File: src/rtl/aes_round_ctrl_if.sv
// aes_round_ctrl_if: encrypt handshake and stage enable/done bundle for aes_round_ctrl.
// master = controller side (drives enables, ark_sel, round_idx, busy, done[, error]),
// slave  = surrounding datapath/top (drives start and the four stage done inputs).
// error exists only when AES_CTRL_TIMEOUT_EN is defined.
interface aes_round_ctrl_if;
  logic start, sb_done, sr_done, mc_done, ark_done;
  logic sb_en, sr_en, mc_en, ark_en, busy, done;
  logic [1:0] ark_sel;
  logic [3:0] round_idx;
`ifdef AES_CTRL_TIMEOUT_EN
  logic error;
  modport master(input start, sb_done, sr_done, mc_done, ark_done,
                 output sb_en, sr_en, mc_en, ark_en, ark_sel, round_idx, busy, done, error);
  modport slave(output start, sb_done, sr_done, mc_done, ark_done,
                input sb_en, sr_en, mc_en, ark_en, ark_sel, round_idx, busy, done, error);
`else
  modport master(input start, sb_done, sr_done, mc_done, ark_done,
                 output sb_en, sr_en, mc_en, ark_en, ark_sel, round_idx, busy, done);
  modport slave(output start, sb_done, sr_done, mc_done, ark_done,
                input sb_en, sr_en, mc_en, ark_en, ark_sel, round_idx, busy, done);
`endif
endinterface

File: src/rtl/aes_round_ctrl.sv
// aes_round_ctrl: AES-128/192/256 round sequencer driving SubBytes/ShiftRows/MixColumns/AddRoundKey.
// Ports: clk, reset (sync, active-high), bus (aes_round_ctrl_if.master):
//   start in, {sb,sr,mc,ark}_done in, {sb,sr,mc,ark}_en out, ark_sel[1:0] out,
//   round_idx[3:0] out, busy out, done out, error out (only with AES_CTRL_TIMEOUT_EN).
// Optional feature macro: AES_CTRL_TIMEOUT_EN adds a per-state watchdog of TIMEOUT_CYCLES.
module aes_round_ctrl #(
  parameter int NR = 10,
  parameter int TIMEOUT_CYCLES = 15
) (
  input logic clk,
  input logic reset,
  aes_round_ctrl_if.master bus
);
  typedef enum logic [2:0] {IDLE, INIT_ARK, SUB, SHIFT, MIX, ARK, FINISH} state_t;
  state_t state, state_nx;
  logic first, stage_done, last;
  logic [3:0] round_idx;
  logic [1:0] ark_sel;
  if (NR < 2 || NR > 14 || TIMEOUT_CYCLES < 1) begin : g_bad_param
    $error("aes_round_ctrl: illegal NR or TIMEOUT_CYCLES");
  end
  assign last = round_idx == 4'(NR);
  // stage modules may hold done high while enabled, so the first cycle of a state ignores it
  always_comb stage_done = ~first & ((state == INIT_ARK || state == ARK) ? bus.ark_done :
                                     state == SUB   ? bus.sb_done :
                                     state == SHIFT ? bus.sr_done :
                                     state == MIX   ? bus.mc_done : 1'b0);
`ifdef AES_CTRL_TIMEOUT_EN
  localparam int CW = $clog2(TIMEOUT_CYCLES + 1);
  logic [CW-1:0] cnt;
  logic timeout;
  assign timeout = state != IDLE && state != FINISH && !stage_done && cnt == CW'(TIMEOUT_CYCLES - 1);
  always_ff @(posedge clk)
    if (reset) begin
      cnt <= '0;
      bus.error <= 1'b0;
    end else begin
      cnt <= state_nx != state ? '0 : cnt + 1'b1;
      bus.error <= timeout;
    end
`endif
  always_ff @(posedge clk)
    if (reset) state <= IDLE;
    else state <= state_nx;
  always_comb begin
    state_nx = state;
    case (state)
      IDLE:     state_nx = bus.start ? INIT_ARK : IDLE;
      INIT_ARK: state_nx = stage_done ? SUB : state;
      SUB:      state_nx = stage_done ? SHIFT : state;
      SHIFT:    state_nx = stage_done ? (last ? ARK : MIX) : state;
      MIX:      state_nx = stage_done ? ARK : state;
      ARK:      state_nx = stage_done ? (last ? FINISH : SUB) : state;
      default:  state_nx = IDLE;
    endcase
`ifdef AES_CTRL_TIMEOUT_EN
    if (timeout) state_nx = IDLE;
`endif
  end
  always_ff @(posedge clk)
    if (reset) begin
      first <= 1'b0;
      round_idx <= '0;
      ark_sel <= '0;
    end else begin
      first <= state_nx != state;
      round_idx <= state_nx == IDLE ? 4'd0 :
                   (state_nx == SUB && state != SUB) ? round_idx + 4'd1 : round_idx;
      ark_sel <= (state_nx == ARK && state != ARK) ? (last ? 2'd2 : 2'd1) :
                 (state_nx == INIT_ARK && state != INIT_ARK) ? 2'd0 : ark_sel;
    end
  always_comb begin
    bus.sb_en = state == SUB;
    bus.sr_en = state == SHIFT;
    bus.mc_en = state == MIX;
    bus.ark_en = state == INIT_ARK || state == ARK;
    bus.busy = state != IDLE;
    bus.done = state == FINISH;
    bus.ark_sel = ark_sel;
    bus.round_idx = round_idx;
  end
endmodule

File: src/flat_wrapper.sv
// flat-port wrapper written by rule: the top's interface ports become plain ports
module aes_round_ctrl_flat 
#(
  parameter int NR = 10,
  parameter int TIMEOUT_CYCLES = 15
)
  (clk, reset, bus_start, bus_sb_done, bus_sr_done, bus_mc_done, bus_ark_done, bus_sb_en, bus_sr_en, bus_mc_en, bus_ark_en, bus_ark_sel, bus_round_idx, bus_busy, bus_done);
  aes_round_ctrl_if bus_i ();
  input logic clk;
  input logic reset;
  input wire logic [$bits(bus_i.start)-1:0] bus_start;
  input wire logic [$bits(bus_i.sb_done)-1:0] bus_sb_done;
  input wire logic [$bits(bus_i.sr_done)-1:0] bus_sr_done;
  input wire logic [$bits(bus_i.mc_done)-1:0] bus_mc_done;
  input wire logic [$bits(bus_i.ark_done)-1:0] bus_ark_done;
  output wire logic [$bits(bus_i.sb_en)-1:0] bus_sb_en;
  output wire logic [$bits(bus_i.sr_en)-1:0] bus_sr_en;
  output wire logic [$bits(bus_i.mc_en)-1:0] bus_mc_en;
  output wire logic [$bits(bus_i.ark_en)-1:0] bus_ark_en;
  output wire logic [$bits(bus_i.ark_sel)-1:0] bus_ark_sel;
  output wire logic [$bits(bus_i.round_idx)-1:0] bus_round_idx;
  output wire logic [$bits(bus_i.busy)-1:0] bus_busy;
  output wire logic [$bits(bus_i.done)-1:0] bus_done;
  assign bus_i.start = bus_start;
  assign bus_i.sb_done = bus_sb_done;
  assign bus_i.sr_done = bus_sr_done;
  assign bus_i.mc_done = bus_mc_done;
  assign bus_i.ark_done = bus_ark_done;
  assign bus_sb_en = bus_i.sb_en;
  assign bus_sr_en = bus_i.sr_en;
  assign bus_mc_en = bus_i.mc_en;
  assign bus_ark_en = bus_i.ark_en;
  assign bus_ark_sel = bus_i.ark_sel;
  assign bus_round_idx = bus_i.round_idx;
  assign bus_busy = bus_i.busy;
  assign bus_done = bus_i.done;
  aes_round_ctrl #(.NR(NR), .TIMEOUT_CYCLES(TIMEOUT_CYCLES)) u_core (.clk(clk), .reset(reset), .bus(bus_i));
endmodule
File: config.mk
export PLATFORM = sky130hd
export DESIGN_NAME = aes_round_ctrl_flat
export DESIGN_NICKNAME = d
export VERILOG_FILES = /design/src/rtl/aes_round_ctrl_if.sv /design/src/rtl/aes_round_ctrl.sv /design/src/flat_wrapper.sv
export SDC_FILE = /design/constraint.sdc
export NUM_CORES = 1
export LEC_CHECK = 0
export CORE_UTILIZATION = 30
export DETAILED_ROUTE_END_ITERATION = 10
export GPL_TIMING_DRIVEN = 0
export PLACE_DENSITY_LB_ADDON = 0.12
export SLEW_MARGIN = 15
export SYNTH_ARGS = -nofsm -noshare
export SYNTH_HDL_FRONTEND = slang
export SYNTH_SLANG_ARGS = --single-unit
File: constraint.sdc
create_clock -name clk -period 2.8 [get_ports clk]
set_input_delay 0.42 -clock clk [delete_from_list [all_inputs] [get_ports clk]]
set_output_delay 0.42 -clock clk [all_outputs]
set_load 0.02 [all_outputs]
### After elaboration in Yosys (flattened, before gate mapping)

Index checks and enable logic that the tools add are counted.

| cells by class | value |
|---|---|
| div/mod/pow operators | 0 |
| multipliers | 0 |
| $lt $le $gt $ge | 0 |
| add/sub/neg operators | 1 |
| bitwise gates (word level) | 2 |
| equal/unequal tests | 14 |
| reduce and logical (&&, ||, !) cells | 9 |
| shifts and indexed selects | 0 |
| mux-type cells | 16 |

Operator list:

| operator | count |
|---|---|
| $mux W3 | 6 |
| $pmux W3 S6 | 1 |
| $eq A3 B3 Y1 const B | 4 |
| $eq A3 B2 Y1 const B | 3 |
| $eq A3 B1 Y1 const B | 2 |
| $logic_not A3 Y1 | 2 |
| $mux W1 | 6 |
| $mux W2 | 3 |
| $add A4 B1 Y4 const B | 1 |
| $eq A4 B4 Y1 const B | 1 |
| $logic_and A1 B1 Y1 | 3 |
| $ne A3 B1 Y1 const B | 1 |
| $ne A3 B2 Y1 const B | 1 |
| $ne A3 B3 Y1 | 1 |
| $ne A3 B3 Y1 const B | 1 |
| $reduce_bool A3 Y1 | 1 |
| $reduce_bool A2 Y1 | 1 |
| $reduce_or A2 Y1 | 1 |
| $and A1 B1 Y1 | 1 |
| $logic_or A1 B1 Y1 | 1 |
| $not A1 Y1 | 1 |

| storage, ports and cells | value |
|---|---|
| bits of input ports | 7 |
| RAM bits | 0 |
| logic and storage cells | 46 |
| output and inout bits | 12 |
| register bits after elaboration | 10 |
| memory bits (read-only) | 0 |
| bits in latches | 0 |
| memories | 0 |

### Logic depth before layout (Yosys ltp)

| depth | value |
|---|---|
| depth after elaboration | 12 |
| mapped depth | 7 |
| depth with buffers taken out | 7 |

### Worst setup path before layout

No wires, ideal clock.

| path | value |
|---|---|
| path type | register -> register |
| from | reg u_core.round_idx[0], in the netlist u_core.bus.round_idx[0] |
| to | reg u_core.round_idx[1], in the netlist u_core.bus.round_idx[1] |
| slack | 1.002 ns |
| data arrival time | 1.678 ns |
| required time | 2.681 ns |
| setup time | 0.119 ns |
| cell stages (with the launch flop) | 8 |
| period minus slack after synthesis | 1.798 ns |
| cell sequence | dfxtp_1 > inv_1 > ha_1 > and3b_1 > o41a_1 > a211oi_1 > nand4_1 > nor3b_1 |

| on the way | value |
|---|---|
| cells in the longest elaborated chain, start to end | 6 |
| elaborated cells between the ends (all ways) | 11 |

Ends and longest elaborated chain:

| element | RTL line | source |
|---|---|---|
| from (decl) | aes_round_ctrl.sv:17 | `logic [3:0] round_idx;` |
| from (signal assigned) | aes_round_ctrl.sv:67 | `round_idx <= state_nx == IDLE ? 4'd0 :` |
| $eq A4 B4 Y1 | aes_round_ctrl.sv:22 | `assign last = round_idx == 4'(NR);` |
| $mux W1 or $mux W3 (tied branches) | aes_round_ctrl.sv:51, aes_round_ctrl.sv:53 |  |
| $mux W3, on equally long branches | aes_round_ctrl.sv:51, aes_round_ctrl.sv:53 |  |
| $pmux W3 S6 | aes_round_ctrl.sv:47 | `case (state)` |
| $eq A3 B2 Y1 or $logic_not A3 Y1 (tied branches) | aes_round_ctrl.sv:68, aes_round_ctrl.sv:67 |  |
| $logic_and A1 B1 Y1 or $reduce_or A2 Y1 (tied branches) | -- |  |

Several ways; a longest one is shown, not always the timed one.
A chain may end at the register's enable or synchronous reset.

### Final worst setup path

| path | value |
|---|---|
| from | reg u_core.state[2] |
| to | out bus_mc_en |

| on the way | value |
|---|---|
| cells in the longest elaborated chain, start to end | 1 |

Ends and longest elaborated chain:

| element | RTL line | source |
|---|---|---|
| from (decl) | aes_round_ctrl.sv:15 | `state_t state, state_nx;` |
| from (signal assigned) | aes_round_ctrl.sv:44 | `else state <= state_nx;` |
| $eq A3 B3 Y1 | aes_round_ctrl.sv:75 | `bus.mc_en = state == MIX;` |
| to (decl) | flat_wrapper.sv:18 | `output wire logic [$bits(bus_i.mc_en)-1:0] bus_mc_en;` |

Every way passes these cells.

==> flow_summary.toml <==
[cells_and_area]
postLayoutCellArea_sq_um = 925
drive_gt1_share_pct = 11.9
area_growth_pct = 37.1
nets = 111
diodes = 0
final_cell_count_no_fill = 128

[timing]
hold_viol = 0
slew_headroom_pct = 71.9
rsz0062_at_grt = "false"
worst_pin_slew_ns = 0.420
tns_ns = 0
fin_crit_ns = 2.28
post-route-period-util_pct = 81.5
fin_skew_ns = 0.00792
clock.fmax_mhz = 438
slew_viol_final = 0
final-setup-viol-count = 0

[power]
p_total_w = 0.000378
power_density_nw_per_um2 = 409
p_leak_nw = 0.350
ir_worst_vdd_mv = 0.304

[routing]
routed_wl_mm = 1.60
dr_total_vias = 644
wl_per_cell_microns = 12.5
dr.pass1.iters = 4
drtIter0Drc = 22
drc = 0
ant_nets = 0
via_per_inst = 5.03

[cts]
clk-insertion-delay-late_ns = 0.28
htree_levels = 1
cts_tree = "built"
cts_buffers = 3
root_buffer = "clkbuf_4"
postCtsSetupBuffers = 0
clock_path_buffers = 2
cts.reportedPaths.clkPinSlew_ns = 0.08
ctsResizeCount = 0
ctsHoldBuffers = 0
clkSinkCount = 10

[floorplanning]
dieArea_sq_um = 2440
placementRows = 16
core_area_sq_um = 2040
die-height_microns = 49.4
die_x_microns = 49.4
start_util_pct = 33.0
io_pins = 19

[worst_setup_path]
crit_buf_inv = 2
criticalPathCategory = "flip-flop to primary output"
arrival_ns = 1.86
path_cells = "clkbuf_1 -> and3_1 -> clkdlybuf4s50_1"
required_ns = 2.38
crit_path_end_kind = "primary output"
cpPeakStageDelay_ns = 0.61
crit_slowest_cell = "clkdlybuf4s50_1"
cp-start-kind = "flip-flop"
cp_max_fo = 10
cp_top_family = "buffers and inverters"

[place]
gp_congestion = 0.815
hpwl_mm = 1.19
dpl.cell_count = 124
portBuffers = 18
place_area_sq_um = 888

[global_route]
overflow = 0
grt_max_degree = 11
grt_pass1_vias = 611
grt_pass1_wl_mm = 2.79
grt_util_all_layers_pct = 15.2
antenna_found_initial = 0

[synthesis]
syn_inst = 79
syn_avg_cell_area_sq_um = 8.54
yosysSeqAreaShare_pct = 29.7
yosys.area_share.simple_pct = 32.8
synth_nets = 88
synthXorXnorAreaFrac_pct = 3.90
ys_ff_latch = 10
synth_area_sq_um = 674
synth_compound_area_share_pct = 23.6
yosys-mux-area-fraction_pct = 0
yosys_warnings = 0
synth_top_family_by_area = "simple AND/OR/NAND/NOR gates"
synthAdderAreaFrac_pct = 3.71
ys_types = 33

[min_path]
hold_path_class = "flip-flop to flip-flop"

[outcome]
outcome = "complete, no violations"

[run]
maxCapViolations = 0
cell families (layout without fill, tap and decap cells):
logic type / Yosys count / after routing
XOR/XNOR: 3 / 3
flip-flops: 10 / 10
buffers and inverters: 8 / 30
AO/OA/AOI/OAI: 18 / 18
adder cells (fa/ha/maj): 2 / 2
AND/OR/NAND/NOR: 38 / 38
metrics by stage:
step	util [%]	setup WS, ns	hold WS [ns]
detailed placement	43.5	0.625	0.445
finish	45.3	0.517	0.450
CTS	45.3	0.538	0.456
global route	45.3	0.399	0.489
global placement	43.5	0.640	0.440
floorplan	-	1.00	0.489
final timing paths:
check	start	end	slack (ns)	cells after the start
max	u_core.state[2]	bus_mc_en	0.52	3
min	u_core.bus.ark_sel[0]	u_core.bus.ark_sel[0]	0.45	2
max reg2reg	u_core.bus.round_idx[0]	u_core.bus.round_idx[1]	0.98	7
min reg2reg	u_core.bus.ark_sel[0]	u_core.bus.ark_sel[0]	0.45	2
final cells by class:
class / count / area, sq um
flip-flops and latches: 10 / 200
plain buffers: 4 / 27.5
fillers: 223 / 1120
inverters: 4 / 15.0
clock buffers: 4 / 36.3
well taps: 27 / 33.8
repair buffers: 18 / 180
multi-input cells: 61 / 432
power by group:
part / total [W] / internal, W / switching [W]
registers: 0.000154 / 0.000147 / 0.00000714
logic: 0.0000882 / 0.0000426 / 0.0000457
clock network: 0.000135 / 0.0000791 / 0.0000564
tightest hold or removal path, stage by stage (launching register included):
cell     delay (ns)
dfxtp_1        0.31
nand2_1        0.05
a21oi_1        0.05
registers in the layout (all words and copies together) (netlist names):
name	flops
u_core.bus.round_idx	4
u_core.state	3
u_core.bus.ark_sel	2
u_core.first	1
cells in the mapped netlist:
library cell	instances	share of area (%)
o211a_1	1	1.5
xor2_1	2	2.6
a21boi_4	1	2.8
a211oi_4	1	3.0
inv_1	3	1.7
o41a_1	1	1.7
nor2b_1	1	0.93
nand2b_1	2	1.9
and2b_1	1	1.1
inv_2	1	0.56
nand2_1	5	2.8
buf_6	1	1.7
and3_1	1	0.93
nand4bb_2	1	2.4
or4_1	1	1.1
nand3b_1	5	5.6
and3b_1	2	2.6
o221a_1	1	1.7
o32ai_1	2	2.6
dfxtp_1	10	30
nand4_1	2	1.9
xnor2_1	1	1.3
nor3b_1	2	2.2
clkbuf_1	1	0.56
buf_2	1	0.74
or3_1	3	2.8
ha_1	2	3.7
nor2_1	12	6.7
a211oi_1	1	1.1
a21oi_1	8	5.9
buf_4	1	1.1
o311a_1	1	1.5
o22ai_2	1	1.9
metal layers:
metal / global-route usage [%] / share of wire (%) / wire, microns
met4: 7.14 / 2.1 / 33
met2: 22.4 / 43 / 686
met1: 19.2 / 50 / 803
met3: 5.92 / 5.0 / 80
met5: 0 / 0 / 0
layout by cell type, fill, tap and decap left out, types with 2 or more instances in the layout:
| cell type | n |
|---|---|
| nor3b_1 | 2 |
| nand2_1 | 5 |
| and3b_1 | 2 |
| clkdlybuf4s50_1 | 18 |
| clkbuf_4 | 3 |
| ha_1 | 2 |
| a21oi_1 | 8 |
| nand3b_1 | 5 |
| nand4_1 | 2 |
| inv_1 | 3 |
| o32ai_1 | 2 |
| or3_1 | 3 |
| nand2b_1 | 2 |
| dfxtp_1 | 10 |
| nor2_1 | 12 |
| xor2_1 | 2 |
(Power assumes the default switching activity.)
